--- config.mk ---
export PLATFORM = sky130hd
export DESIGN_NAME = imem_loader
export DESIGN_NICKNAME = d
export VERILOG_FILES = /design/src/rtl/imem_loader_pkg.sv /design/src/rtl/imem_loader_byte_packer.sv /design/src/rtl/imem_loader.sv
export SDC_FILE = /design/constraint.sdc
export NUM_CORES = 1
export LEC_CHECK = 0
export ABC_AREA = 1
export BUFFER_PORTS_ARGS = -buffer_cell sky130_fd_sc_hd__buf_2
export CAP_MARGIN = 5
export CORE_MARGIN = 4
export CORE_UTILIZATION = 56
export DETAILED_ROUTE_END_ITERATION = 8
export PLACE_DENSITY = 0.89
export SETUP_SLACK_MARGIN = 0.05
export SYNTH_ARGS = -nofsm -noshare
export SYNTH_HDL_FRONTEND = slang
export SYNTH_HIERARCHICAL = 1
export SYNTH_SLANG_ARGS = --single-unit
--- constraint.sdc ---
create_clock -name clk -period 3.05 [get_ports clk]
set_input_delay 0.4575 -clock clk [delete_from_list [all_inputs] [get_ports clk]]
set_output_delay 0.4575 -clock clk [all_outputs]
set_load 0.01 [all_outputs]
--- src/rtl/imem_loader_pkg.sv ---
// Shared types for the instruction-memory loader: word width and loader FSM states.
package imem_loader_pkg;

  localparam int unsigned WIDTH = 32;

  typedef enum logic [2:0] {
    LD_LEN_LO = 3'd0,
    LD_LEN_HI = 3'd1,
    LD_DATA   = 3'd2,
    LD_CHECK  = 3'd3,
    LD_FINISH = 3'd4,
    LD_DONE   = 3'd5,
    LD_ERROR  = 3'd6
  } ld_state_t;

endpackage

--- src/rtl/imem_loader_byte_packer.sv ---
// Packs accepted stream bytes MSB-first into WIDTH-bit words; flags the 4th byte of each word.
module byte_packer
  import imem_loader_pkg::*;
(
  input  logic             clk,
  input  logic             reset,
  input  logic             clear,
  input  logic             shift_en,
  input  logic [7:0]       byte_in,
  output logic [WIDTH-1:0] word,
  output logic             word_complete
);

  logic [1:0] byte_cnt;

  always_ff @(posedge clk) begin
    if (reset || clear) begin
      word     <= '0;
      byte_cnt <= '0;
    end else if (shift_en) begin
      word     <= {word[WIDTH-9:0], byte_in};
      byte_cnt <= byte_cnt + 2'd1;
    end
  end

  // Combinational so the write strobe can be registered exactly one cycle after the 4th accept.
  assign word_complete = shift_en && (byte_cnt == 2'd3);

endmodule

--- src/rtl/imem_loader.sv ---
// Instruction-memory loader: length-prefixed byte stream -> word writes, holds CPU until complete.
// Optional trailing XOR checksum byte enabled by IMEM_LOADER_CHECKSUM_EN.
module imem_loader
  import imem_loader_pkg::*;
#(
  parameter int unsigned ADDR_W = 8,
  parameter int unsigned DEPTH  = 256
) (
  input  logic              clk,
  input  logic              reset,
  input  logic [7:0]        in_data,
  input  logic              in_valid,
  output logic              in_ready,
  input  logic              reload,
  output logic              wr_en,
  output logic [ADDR_W-1:0] wr_addr,
  output logic [WIDTH-1:0]  wr_data,
  output logic              cpu_hold,
  output logic              done,
  output logic              error
);

  localparam logic [ADDR_W:0] IDX_ONE = 1;

  ld_state_t       state, state_n;
  logic [7:0]      len_lo;
  logic [15:0]     hdr;
  logic [ADDR_W:0] len_words;
  logic [ADDR_W:0] word_idx;
  logic            accept;
  logic            word_complete;
  logic            last_word;
  logic [WIDTH-1:0] packed_word;

`ifdef IMEM_LOADER_CHECKSUM_EN
  logic [7:0] csum;
  localparam ld_state_t AFTER_DATA = LD_CHECK;
`else
  localparam ld_state_t AFTER_DATA = LD_FINISH;
`endif

  always_comb begin
    in_ready = 1'b0;
    case (state)
      LD_LEN_LO, LD_LEN_HI, LD_DATA: in_ready = !reload;
`ifdef IMEM_LOADER_CHECKSUM_EN
      LD_CHECK:                      in_ready = !reload;
`endif
      default:                       in_ready = 1'b0;
    endcase
  end

  assign accept    = in_valid && in_ready;
  assign hdr       = {in_data, len_lo};
  assign last_word = (word_idx == (len_words - IDX_ONE));

  byte_packer u_packer (
    .clk           (clk),
    .reset         (reset),
    .clear         (reload),
    .shift_en      (accept && (state == LD_DATA)),
    .byte_in       (in_data),
    .word          (packed_word),
    .word_complete (word_complete)
  );

  always_comb begin
    state_n = state;
    case (state)
      LD_LEN_LO: if (accept) state_n = LD_LEN_HI;
      LD_LEN_HI: begin
        if (accept) begin
          if (hdr == 16'd0)             state_n = AFTER_DATA;
          else if (hdr > 16'(DEPTH))    state_n = LD_ERROR;
          else                          state_n = LD_DATA;
        end
      end
      LD_DATA:   if (word_complete && last_word) state_n = AFTER_DATA;
`ifdef IMEM_LOADER_CHECKSUM_EN
      LD_CHECK:  if (accept) state_n = (in_data == csum) ? LD_FINISH : LD_ERROR;
`endif
      LD_FINISH: state_n = LD_DONE;
      LD_DONE:   state_n = LD_DONE;
      LD_ERROR:  state_n = LD_ERROR;
      default:   state_n = LD_LEN_LO;
    endcase
    if (reload) state_n = LD_LEN_LO;
  end

  always_ff @(posedge clk) begin
    if (reset) begin
      state     <= LD_LEN_LO;
      len_lo    <= '0;
      len_words <= '0;
      word_idx  <= '0;
      wr_en     <= 1'b0;
      wr_addr   <= '0;
    end else begin
      state <= state_n;
      // A strobe scheduled by the previous cycle's 4th byte still issues under reload.
      wr_en <= word_complete;
      if (accept && (state == LD_LEN_LO)) len_lo <= in_data;
      if (reload) begin
        word_idx <= '0;
      end else if (accept && (state == LD_LEN_HI)) begin
        len_words <= hdr[ADDR_W:0];
        word_idx  <= '0;
      end else if (word_complete) begin
        wr_addr  <= word_idx[ADDR_W-1:0];
        word_idx <= word_idx + IDX_ONE;
      end
    end
  end

`ifdef IMEM_LOADER_CHECKSUM_EN
  always_ff @(posedge clk) begin
    if (reset || reload) csum <= '0;
    else if (accept)     csum <= csum ^ in_data;
  end
`endif

  assign wr_data  = packed_word;
  assign cpu_hold = (state != LD_DONE);
  assign done     = (state == LD_DONE);
  assign error    = (state == LD_ERROR);

endmodule
# Word-level counts from Yosys, hierarchy flattened
# Index checks and enable logic that the tools add are counted.
# W data, S select, Z words.
op_classes:
  n_mux: 7
  order_cmp: 1
  n_reduce_logical: 17
  add_sub_neg: 3
  bitwise: 2
  eq_ne: 11
ops:
  columns: ["op", "n"]
  rows:
  - ["$gt A16 B9 Y1 const B", 1]
  - ["$logic_not A16 Y1", 1]
  - ["$mux W3", 5]
  - ["$pmux W3 S5", 1]
  - ["$add A9 B1 Y9 const B", 1]
  - ["$eq A3 B3 Y1 const B", 3]
  - ["$eq A9 B9 Y1", 1]
  - ["$sub A9 B1 Y9 const B", 1]
  - ["$logic_and A1 B1 Y1", 6]
  - ["$reduce_and A3 Y1", 2]
  - ["$reduce_or A3 Y1", 2]
  - ["$ne A2 B2 Y1 const B", 2]
  - ["$reduce_or A2 Y1", 2]
  - ["$eq A3 B1 Y1 const B", 1]
  - ["$eq A3 B2 Y1 const B", 1]
  - ["$logic_not A3 Y1", 1]
  - ["$ne A3 B3 Y1 const B", 1]
  - ["$add A2 B1 Y2 const B", 1]
  - ["$eq A2 B2 Y1 const B", 1]
  - ["$ne A2 B1 Y1 const B", 1]
  - ["$not A1 Y1", 2]
  - ["$reduce_and A2 Y1", 1]
  - ["$logic_not A1 Y1", 1]
  - ["$logic_or A1 B1 Y1", 1]
  - ["$mux W1", 1]
word_totals:
  in_bits: 12
  regBits: 72

# Depth between registers and ports, before layout
# Gate-level depths: netlist of the first run.
logic_depth:
  ltp_word: 9
  mapped_depth: 18

# Modules after synthesis
# Netlist of the first run, hierarchy kept.
modules_own_cells:
  columns: ["mod", "cells_each", "area_each_um2", "instances", "seq_area_each_um2"]
  rows:
  - ["imem_loader", 275, 1943.1, 1, 760.7]
  - ["byte_packer", 218, 1435.1, 1, 680.7]

# Worst setup path after synthesis of the first run
# Ideal clock, no wire load.
synth_path:
  kind: "input to register"
  startpoint: "input port reload"
  endpoint: "register word_idx[7]"
  setup_time_ps: 119
  n_path_buf: 3
  arrival_time_ps: 2157
  stages: 17
  setup_slack_ps: 774
  path_cell_list: "nor2_1 nand2_1 inv_2 nand2_4 nor3_1 buf_6 buf_6 buf_6 nand2_1 inv_1 nand2_1 inv_1 nand3_1 nor2_1 nand3_1 o21ai_0 a21oi_1"
synth_via:
  elab_chain_len: 5
  word_cells_on_any_way: 7
synth_lines:
  columns: ["element", "line", "source"]
  rows:
  - ["from (decl)", "imem_loader.sv:14", "input logic reload,"]
  - ["$logic_not A1 Y1", "imem_loader.sv:45", "LD_LEN_LO, LD_LEN_HI, LD_DATA: in_ready = !reload;"]
  - ["$mux W1", "imem_loader.sv:44", "case (state)"]
  - ["via in_ready", "imem_loader.sv:13", "output logic in_ready,"]
  - ["$logic_and A1 B1 Y1", "imem_loader.sv:53", "assign accept = in_valid && in_ready;"]
  - ["$logic_and A1 B1 Y1", "imem_loader.sv:61", ".shift_en (accept && (state == LD_DATA)),"]
  - ["$logic_and A1 B1 Y1", "imem_loader_byte_packer.sv:27", "assign word_complete = shift_en && (byte_cnt == 2'd3);"]
  - ["via word_complete", "imem_loader.sv:31", "logic word_complete;"]
  - ["to (signal assigned)", "imem_loader.sv:110", "word_idx <= word_idx + IDX_ONE;"]
  - ["to (decl)", "imem_loader.sv:29", "logic [ADDR_W:0] word_idx;"]
# The timed path passes the listed nets, and every way through them passes these cells.
# A chain may end at the register's enable or synchronous reset.

# Worst setup path in the final report of the first run
layout_path:
  startpoint: "register state[2]"
  endpoint: "register wr_addr[4]"
layout_via:
  elab_chain_len: 7
  word_cells_on_any_way: 11
layout_lines:
  columns: ["element", "line", "source"]
  rows:
  - ["from (decl)", "imem_loader.sv:25", "ld_state_t state, state_n;"]
  - ["from (signal assigned)", "imem_loader.sv:99", "state <= state_n;"]
  - ["$eq A3 B2 Y1 (tied with other cells)", "imem_loader.sv:44, imem_loader.sv:61", null]
  - ["$reduce_or A3 Y1", "imem_loader.sv:44", null]
  - ["$mux W1", "imem_loader.sv:44", null]
  - ["$logic_and A1 B1 Y1", "imem_loader.sv:53", null]
  - ["$logic_and A1 B1 Y1 *", "imem_loader.sv:61", null]
  - ["$logic_and A1 B1 Y1 *", "imem_loader_byte_packer.sv:27", null]
  - ["via word_complete", "imem_loader.sv:31", null]
  - ["$reduce_and A3 Y1 (no line) *", null, null]
  - ["to (signal assigned)", "imem_loader.sv:109", "wr_addr <= word_idx[ADDR_W-1:0];"]
  - ["to (decl)", "imem_loader.sv:16", "output logic [ADDR_W-1:0] wr_addr,"]
# Mark *: on every way through the listed nets, which the timed path passes. The rest lies on a longest branch.

==> results.toml, run 1 <==
[run_status]
outcome = "finished clean"

[synthesis]
yosys-top-cells-area = "dfxtp_1 43%, nand2_1 13%, nor2_1 11%"
synth_edf_count = 0
synth_area_um2 = 3378
syn_area_per_cell_um2 = 6.852
synth_nets = 508
synth_top_area_share_pct = 42.67
netlist_instances = 493
synth-seq-area-share_pct = 42.67
synth_ff_type = "dfxtp_1"
ys_top_cells_by_count = "120 x nand2_1, 98 x nor2_1, 72 x dfxtp_1, 72 x inv_1, 28 x a21oi_1"
synth_seq_cells = 72
yosys.area.top_type = "dfxtp_1"
ys_warn_count = 6
synth_async_sr_flop_share_pct = 0
synth_cell_types = 30
yosysMostFrequentCell = "nand2_1"

[setup_path]
worstPathArrival_ns = 2.50
cp-start-kind = "flop"
crit_type = "reg2reg"
path_max_fanout = 15
required_ns = 3.32
critPathCaptureType = "flop"

[route]
wire_per_inst_um = 11.46
routed_wl_mm = 7.148
drtIter0Drc = 112
antenna_left = 0
drt-pass1-iter-count = 6
viasPerCell = 4.938
drc_errors = 0
vias = 3081

[global_routing]
grt.total_usage_pct = 20.45
top_usage_layer = "met2"
grt_overflow = 0
met1_usage_pct = 22.01
met3_usage_pct = 5.283
grt_max_degree = 69
grt_pass1_vias = 2972
grtUsageMet2_pct = 37.08
antenna_found_initial = 0
grt_pass1_wl_mm = 12.27

[cts]
cts_buffers = 9
cts_hold_buffers = 0
clk_pin_slew_ns = 0.07
clk_latency_ns = 0.34
cts_setup_buffers = 0
cts_resized = 0
cts_tree = "yes"
cts.path.max_buffers = 2
cts_max_level = 3
cts_sinks = 72
clock-root-buffer = "clkbuf_8"

[floorplanning]
die_w_um = 85.67
start_util_pct = 57.40
core_um2 = 5886
num_rows = 28
fp.dieArea_um2 = 7339
die_h_um = 85.67
io_pins = 57

[finish]
final_nets = 559
final_layout_size_suffix_gt1_share_pct = 16.58
insertedDiodeCount = 0
layout.filler_cells = 531
area_delta_synth_final_pct = 11.85

[power_and_ir_drop]
power.density_nw_per_um2 = 447.3
total_power_uw = 1690
leakage_uw = 0.001657
peakVddDrop_uv = 311.9

[sta]
finalSetupViolCount = 0
fin_crit_ns = 2.229
max_freq_mhz = 448.6
drv_slew = 0
setup_tns_ns = 0
skew_ns = 0.009379
hold_viol = 0
fin_crit_sh_pct = 73.09
slew_headroom_pct = 53.23
rsz0062_at_grt = "false"
tightestPinTransition_ns = 0.6999
whs_ns = 0.3950

[place]
dp_hpwl_mm = 5.380
portBuffers = 56
place.gp.congestion = 0.8558

[worst_hold_path]
hold_path_class = "in2reg"

[flow_run]
cap_violations = 0
[final cells by class]
class | instances | area [um2] | area share (%)
clock buffer | 13 | 138.9 | 3.675
clock inverter | 3 | 18.77 | 0.4967
inverter | 75 | 284.0 | 7.517
multi-input combinational | 329 | 1514 | 40.07
sequential | 72 | 1441 | 38.15
tap | 75 | 93.84 | 2.483
timing repair buffer | 57 | 287.8 | 7.616
[registers in the layout (all words and copies together) (netlist names)]
register / cells
word_idx: 9
len_lo: 8
wr_addr: 8
wr_en: 1
state: 3
u_packer/byte_cnt: 2
u_packer/word: 32
len_words: 9
[per-stage QoR]
| stage | area, um2 | setup WS (ns) | instances | utilization [%] |
|---|---|---|---|---|
| 2_1_floorplan | 3378 | 0.7735 | 493 | - |
| 3_3_place_gp | 3621 | 0.8218 | 608 | 61.52 |
| 3_5_place_dp | 3621 | 0.6417 | 608 | 61.52 |
| 4_1_cts | 3779 | 0.8097 | 624 | 64.20 |
| 5_1_grt | 3779 | 0.5317 | 624 | 64.20 |
| 6_report | 3779 | 0.8207 | 624 | 64.20 |
[power breakdown]
group          switching, uW  internal (uW)  leakage [uW]  total [uW]
Sequential              5.39            950      0.000581         956
Clock                    329            295     0.0000814         624
Combinational           73.1           37.3      0.000995         110
Total                    407           1280       0.00166        1690
[kinds of logic (layout without fill, tap and decap cells)]
kind of cell | after synthesis | count (layout) | share of synthesized area, %
compound gates | 63 | 63 | 10.11
xor+xnor | 7 | 7 | 1.815
fa+ha+maj | 3 | 3 | 1.111
buf+inv | 92 | 148 | 12.67
flops | 72 | 72 | 42.67
simple gates | 256 | 256 | 31.63
[metal layers]
layer / wire length (um) / vias up
li1: - / 1602
met1: 2883 / 1378
met2: 3601 / 82
met3: 443 / 19
met4: 220 / 0
met5: 0 / -
[cells in the final DEF (no fill, tap or decap), types with 3 or more instances in the layout]
cell type / n
nand2_1: 120
nor2_1: 98
inv_1: 72
dfxtp_1: 72
buf_2: 56
a21oi_1: 28
o21ai_0: 25
nand3_1: 15
clkbuf_8: 9
nor3_1: 5
xor2_1: 5
nand4_1: 4
nor2_4: 4
a21oi_2: 4
clkbuf_1: 4
o21ai_2: 3
o21ai_1: 3
ha_1: 3
[critical path, cell delays in order, from the launching register on]
cell and delay (ns):
dfxtp_1 0.38, nor2_1 0.12, nand2_1 0.07, inv_2 0.08, nand2_4 0.07, nor3_2 0.15, nand2_1 0.08, inv_1 0.17
inv_1 0.12, nor3_4 0.55, o21ai_0 0.21, a21oi_1 0.15
[final timing paths]
kind | start | end | slack [ns] | cells past startpoint
max | state[2] | wr_addr[4] | 0.82 | 11
min reg2reg | u_packer/word[30] | u_packer/word[30] | 0.47 | 2
min | reset | wr_en | 0.40 | 2
max reg2reg | state[2] | wr_addr[4] | 0.82 | 11
No activity file was read; power rests on OpenSTA's default activity.
==> run 2: changes to the inputs <==
ABC_AREA = 0   (was 1)
CORE_UTILIZATION = 50   (was 56)
PLACE_DENSITY = 0.84   (was 0.89)
clock period = 1.9 ns   (was 3.05 ns; I/O delays follow)
==> results.toml, run 2 <==
[run_status]
outcome = "finished, violations left"
violations = "setup timing"

[cts]
cts_sinks = 72
cts_hold_buffers = 0
cts_buffers = 9
clk_latency_ns = 0.34
clock-root-buffer = "clkbuf_8"
clk_pin_slew_ns = 0.08
cts_max_level = 3
cts_tree = "yes"
cts.path.max_buffers = 2

[place]
portBuffers = 56
place_area_um2 = 3742
place.gp.congestion = 0.8763
dp_hpwl_mm = 5.105

[power_and_ir_drop]
p_comb_share_pct = 5.0
leakage_uw = 0.001812
peakVddDrop_uv = 577.4
power.density_nw_per_um2 = 718.3
p_clk_share_pct = 43.3
seq_power_share_pct = 51.6
internal-power_uw = 2296
p_switching_uw = 664.0
swShare_pct = 22.43

[finish]
final_common_cell = "nor2_1"
final_nets = 431
layout_common_cells = "73 x nor2_1, 68 x dfxtp_1, 60 x mux2i_1, 56 x buf_2, 42 x buf_4"
insertedDiodeCount = 0
final_layout_size_suffix_gt1_share_pct = 34.68
reg.largest.list = "u_packer/word (32), len_words (9), word_idx (9)"
area_delta_synth_final_pct = 27.87
layout.filler_cells = 482
largest_reg_flops = 32
design_area_um2 = 4121
largest_register = "u_packer/word"

[global_routing]
grt_pass1_wl_mm = 12.50
antenna_found_initial = 0
grt.total_usage_pct = 20.80
grt_max_degree = 35
grt_overflow = 0
grt_pass1_vias = 2620

[sta]
slew_headroom_pct = 63.10
rsz0062_at_grt = "true"
tightestPinTransition_ns = 0.5516
skew_ns = 0.01062
fin_ws_ns = -0.1779
setup_tns_ns = -0.4584
max_freq_mhz = 481.2
drv_slew = 0
fin_crit_sh_pct = 109.4
fin_crit_ns = 2.078
hold_viol = 0
finalSetupViolCount = 3
whs_ns = 0.2351

[synthesis]
yosys-top-cells-area = "dfxtp_1 45%, mux2i_1 19%, nor2_1 8.7%"
yosysMostFrequentCell = "nor2_1"
synth_cell_types = 47
syn_area_per_cell_um2 = 9.979
synth-seq-area-share_pct = 44.72
netlist_instances = 323
synth_nets = 338
synth_edf_count = 0
synth_top_area_share_pct = 44.72
ys_warn_count = 6
synth_seq_cells = 72
synth_async_sr_flop_share_pct = 0
synth_ff_type = "dfxtp_1"
yosys.area.top_type = "dfxtp_1"
ys_top_cells_by_count = "75 x nor2_1, 72 x dfxtp_1, 60 x mux2i_1"
synth_area_um2 = 3223

[setup_path]
cp-start-kind = "flop"
crit_type = "reg2reg"
critPathCaptureType = "flop"
path_max_fanout = 4
worstPathArrival_ns = 2.32
required_ns = 2.14

[floorplanning]
start_util_pct = 52.87
fp.dieArea_um2 = 7795
io_pins = 57
die_w_um = 88.29
die_h_um = 88.29
num_rows = 28
core_um2 = 6096

[route]
antenna_left = 0
viasPerCell = 5.355
drc_errors = 0
drtIter0Drc = 153
drt-pass1-iter-count = 4
routed_wl_mm = 7.635
vias = 2656
wire_per_inst_um = 15.39

[flow_run]
cap_violations = 0

[worst_hold_path]
hold_path_class = "in2reg"
-- run 2: kinds of logic (layout without fill, tap and decap cells) --
logic type	count (synthesis)	count (layout)	synth area share, %
AND/OR/NAND/NOR	124	124	17.94
flip-flops	72	72	44.72
multiplexers	60	60	18.63
buffers and inverters	25	123	6.289
XOR/XNOR	20	20	5.435
AO/OA/AOI/OAI	19	19	5.824
adder cells (fa/ha/maj)	3	3	1.165
-- run 2: critical path, cell delays in order, from the launching register on --
cell and delay [ns]:
dfxtp_2 0.34, or4_4 0.54, or4_4 0.48, nand4_1 0.14
o31a_4 0.18, o311ai_4 0.11, a2111oi_4 0.19
-- run 2: final timing paths --
path         slack [ns]    startpoint  depth (start not counted)          endpoint
max               -0.18  len_words[1]                          6          state[2]
min                0.24    in_data[1]                          3  u_packer/word[1]
max reg2reg       -0.18  len_words[1]                          6          state[2]
min reg2reg        0.49    wr_addr[4]                          2        wr_addr[4]
-- run 2: final cells by class --
type,count,area [um2],area share [%]
clock buffer,12,165.2,4.007
clock inverter,4,51.30,1.245
inverter,6,22.52,0.5464
multi-input combinational,226,1700,41.26
sequential,72,1446,35.09
tap,75,93.84,2.277
timing repair buffer,101,641.9,15.57
-- run 2: power by group through the flow --
stage / sequential, uW / clock [uW] / combinational [uW]
floorplan: 1560 / 0 / 95.8
detailed placement: 1560 / 0 / 138
CTS: 1530 / 1310 / 146
global placement: 1560 / 0 / 135
finish: 1530 / 1280 / 149
global route: 1530 / 1380 / 161
-- run 2: what timing repair did --
item / in CTS / in global routing
gates cloned: 0 / 0
endpoints found under the hold margin: 0 / 0
endpoints found under the setup margin: 11 / 14
resized for setup: 14 / 10
buffers inserted: 3 / 4
pin swaps: 12 / 2
-- run 2: layer usage --
| metal | share of wire (%) | global-route usage (%) |
|---|---|---|
| met5 | 0 | 0 |
| met4 | 1.9 | 7.692 |
| met3 | 6.8 | 6.425 |
| met2 | 50 | 36.03 |
| met1 | 41 | 24.13 |
-- run 2: through the flow --
stage | setup WS (ns) | total power, uW | util [%] | cells
global route | -0.2149 | 3070 | 67.61 | 496
finish | -0.1779 | 2960 | 67.61 | 496
floorplan | -0.7091 | 1657 | - | 323
CTS | -0.1489 | 2981 | 66.46 | 492
global placement | -0.1740 | 1699 | 61.39 | 473
detailed placement | -0.2507 | 1702 | 61.39 | 473
==> run 3: changes to the inputs <==
PLACE_DENSITY = 0.76   (was 0.84)
==> results.toml, run 3 (synthesis results as in run 2) <==
[global_routing]
grt_max_degree = 35
met3_usage_pct = 5.959
met1_usage_pct = 23.73
grt_pass1_wl_mm = 12.57
grt_pass1_vias = 2709
grtUsageMet2_pct = 37.19
grt.total_usage_pct = 20.91
antenna_found_initial = 0
grt_overflow = 0
top_usage_layer = "met2"

[power_and_ir_drop]
p_clk_share_pct = 42.9
internal-power_uw = 2266
p_comb_share_pct = 5.2
swShare_pct = 22.98
peakVddDrop_uv = 530.8
p_switching_uw = 676.3
power.density_nw_per_um2 = 719.0
leakage_uw = 0.001806
seq_power_share_pct = 51.9

[place]
dp_slack_ns = -0.2565
place.gp.congestion = 0.9424
placedCellCount = 474
portBuffers = 56
dp_hpwl_mm = 5.353

[finish]
layout.filler_cells = 490
largest_reg_flops = 32
utilization_pct = 67.14
largest_register = "u_packer/word"
layout_common_cells = "74 x nor2_1, 67 x dfxtp_1, 60 x mux2i_1, 56 x buf_2, 43 x buf_4"
reg.largest.list = "u_packer/word (32), len_words (9), word_idx (9)"
final_common_cell = "nor2_1"
area_delta_synth_final_pct = 26.98
final_layout_size_suffix_gt1_share_pct = 34.28
insertedDiodeCount = 0
final_nets = 433
fin_cells = 498

[route]
drc_errors = 0
viasPerCell = 5.289
antenna_left = 0
drtIter0Drc = 121
routed_wl_mm = 7.611
drt-pass1-iter-count = 5
vias = 2634
wire_per_inst_um = 15.28

[sta]
max_freq_mhz = 498.8
whs_ns = 0.2145
tightestPinTransition_ns = 0.4822
fin_crit_ns = 2.005
rsz0062_at_grt = "true"
setup_tns_ns = -0.2841
skew_ns = 0.006373
slew_headroom_pct = 67.02
fin_crit_sh_pct = 105.5
hold_viol = 0
fin_ws_ns = -0.1050
finalSetupViolCount = 3
drv_slew = 0

[cts]
cts.path.max_buffers = 2
cts_tree = "yes"
clk_pin_slew_ns = 0.08
cts_buffers = 9
cts_sinks = 72
clock-root-buffer = "clkbuf_8"
cts_max_level = 3
clk_latency_ns = 0.34

[setup_path]
required_ns = 2.15
ff2ff_setup_slack_ns = -0.10
cp-start-kind = "flop"
worstPathArrival_ns = 2.25
crit_type = "reg2reg"
critPathCaptureType = "flop"
path_max_fanout = 2

[floorplanning]
fp.dieArea_um2 = 7795
num_rows = 28
core_um2 = 6096
die_h_um = 88.29
die_w_um = 88.29
io_pins = 57
start_util_pct = 52.87

[worst_hold_path]
hold_path_class = "in2reg"

[run_status]
violations = "setup timing"
outcome = "finished, violations left"

[flow_run]
cap_violations = 0
## run 3: power groups by stage
stage,Combinational (uW),Clock [uW],Sequential [uW]
finish,153,1260,1530
global route,166,1350,1530
CTS,151,1280,1530
detailed placement,146,0,1560
global placement,143,0,1560
floorplan,95.8,0,1560
## run 3: critical path, cell delays in order (launching register included)
cell and delay (ns):
dfxtp_2 0.32, or4_4 0.53, or4_1 0.47, nand4_1 0.12, o31a_4 0.17, o311ai_4 0.11
a2111oi_4 0.19
## run 3: layout make-up
class                           instances  area, um2  share of cell area, %
Multi-Input combinational cell        226       1654                  40.42
Sequential cell                        72       1450                  35.43
Timing Repair Buffer                  103      665.6                  16.26
Clock buffer                           12      155.1                  3.791
Tap cell                               75      93.84                  2.293
Clock inverter                          4      51.30                  1.253
Inverter                                6      22.52                 0.5503
## run 3: repair_timing
action | in CTS | in global routing
endpoints found under the setup margin | 12 | 14
resized for setup | 10 | 8
hold buffers | 0 | 0
buffers inserted | 6 | 2
pin swaps | 8 | 7
## run 3: worst paths after layout
path,startpoint,end,cells after the start
setup / recovery,len_words[6],state[2],6
hold / removal,in_data[1],len_lo[1],3
setup reg to reg,len_words[6],state[2],6
hold reg to reg,wr_addr[5],wr_addr[5],2
## run 3: metrics by stage
step                      total power, uW  area [um2]
final                                2943        4093
after global routing                 3045        4093
after CTS                            2963        4049
after detailed placement             1710        3762
after global placement               1706        3762
after floorplan                      1657        3267
## run 3: per-layer routing
layer	up-vias	share of wire, %	wire, um
li1	1300	-	-
met1	1259	43	3255
met2	62	51	3879
met3	13	5.0	378
met4	0	1.3	96
met5	-	0	0
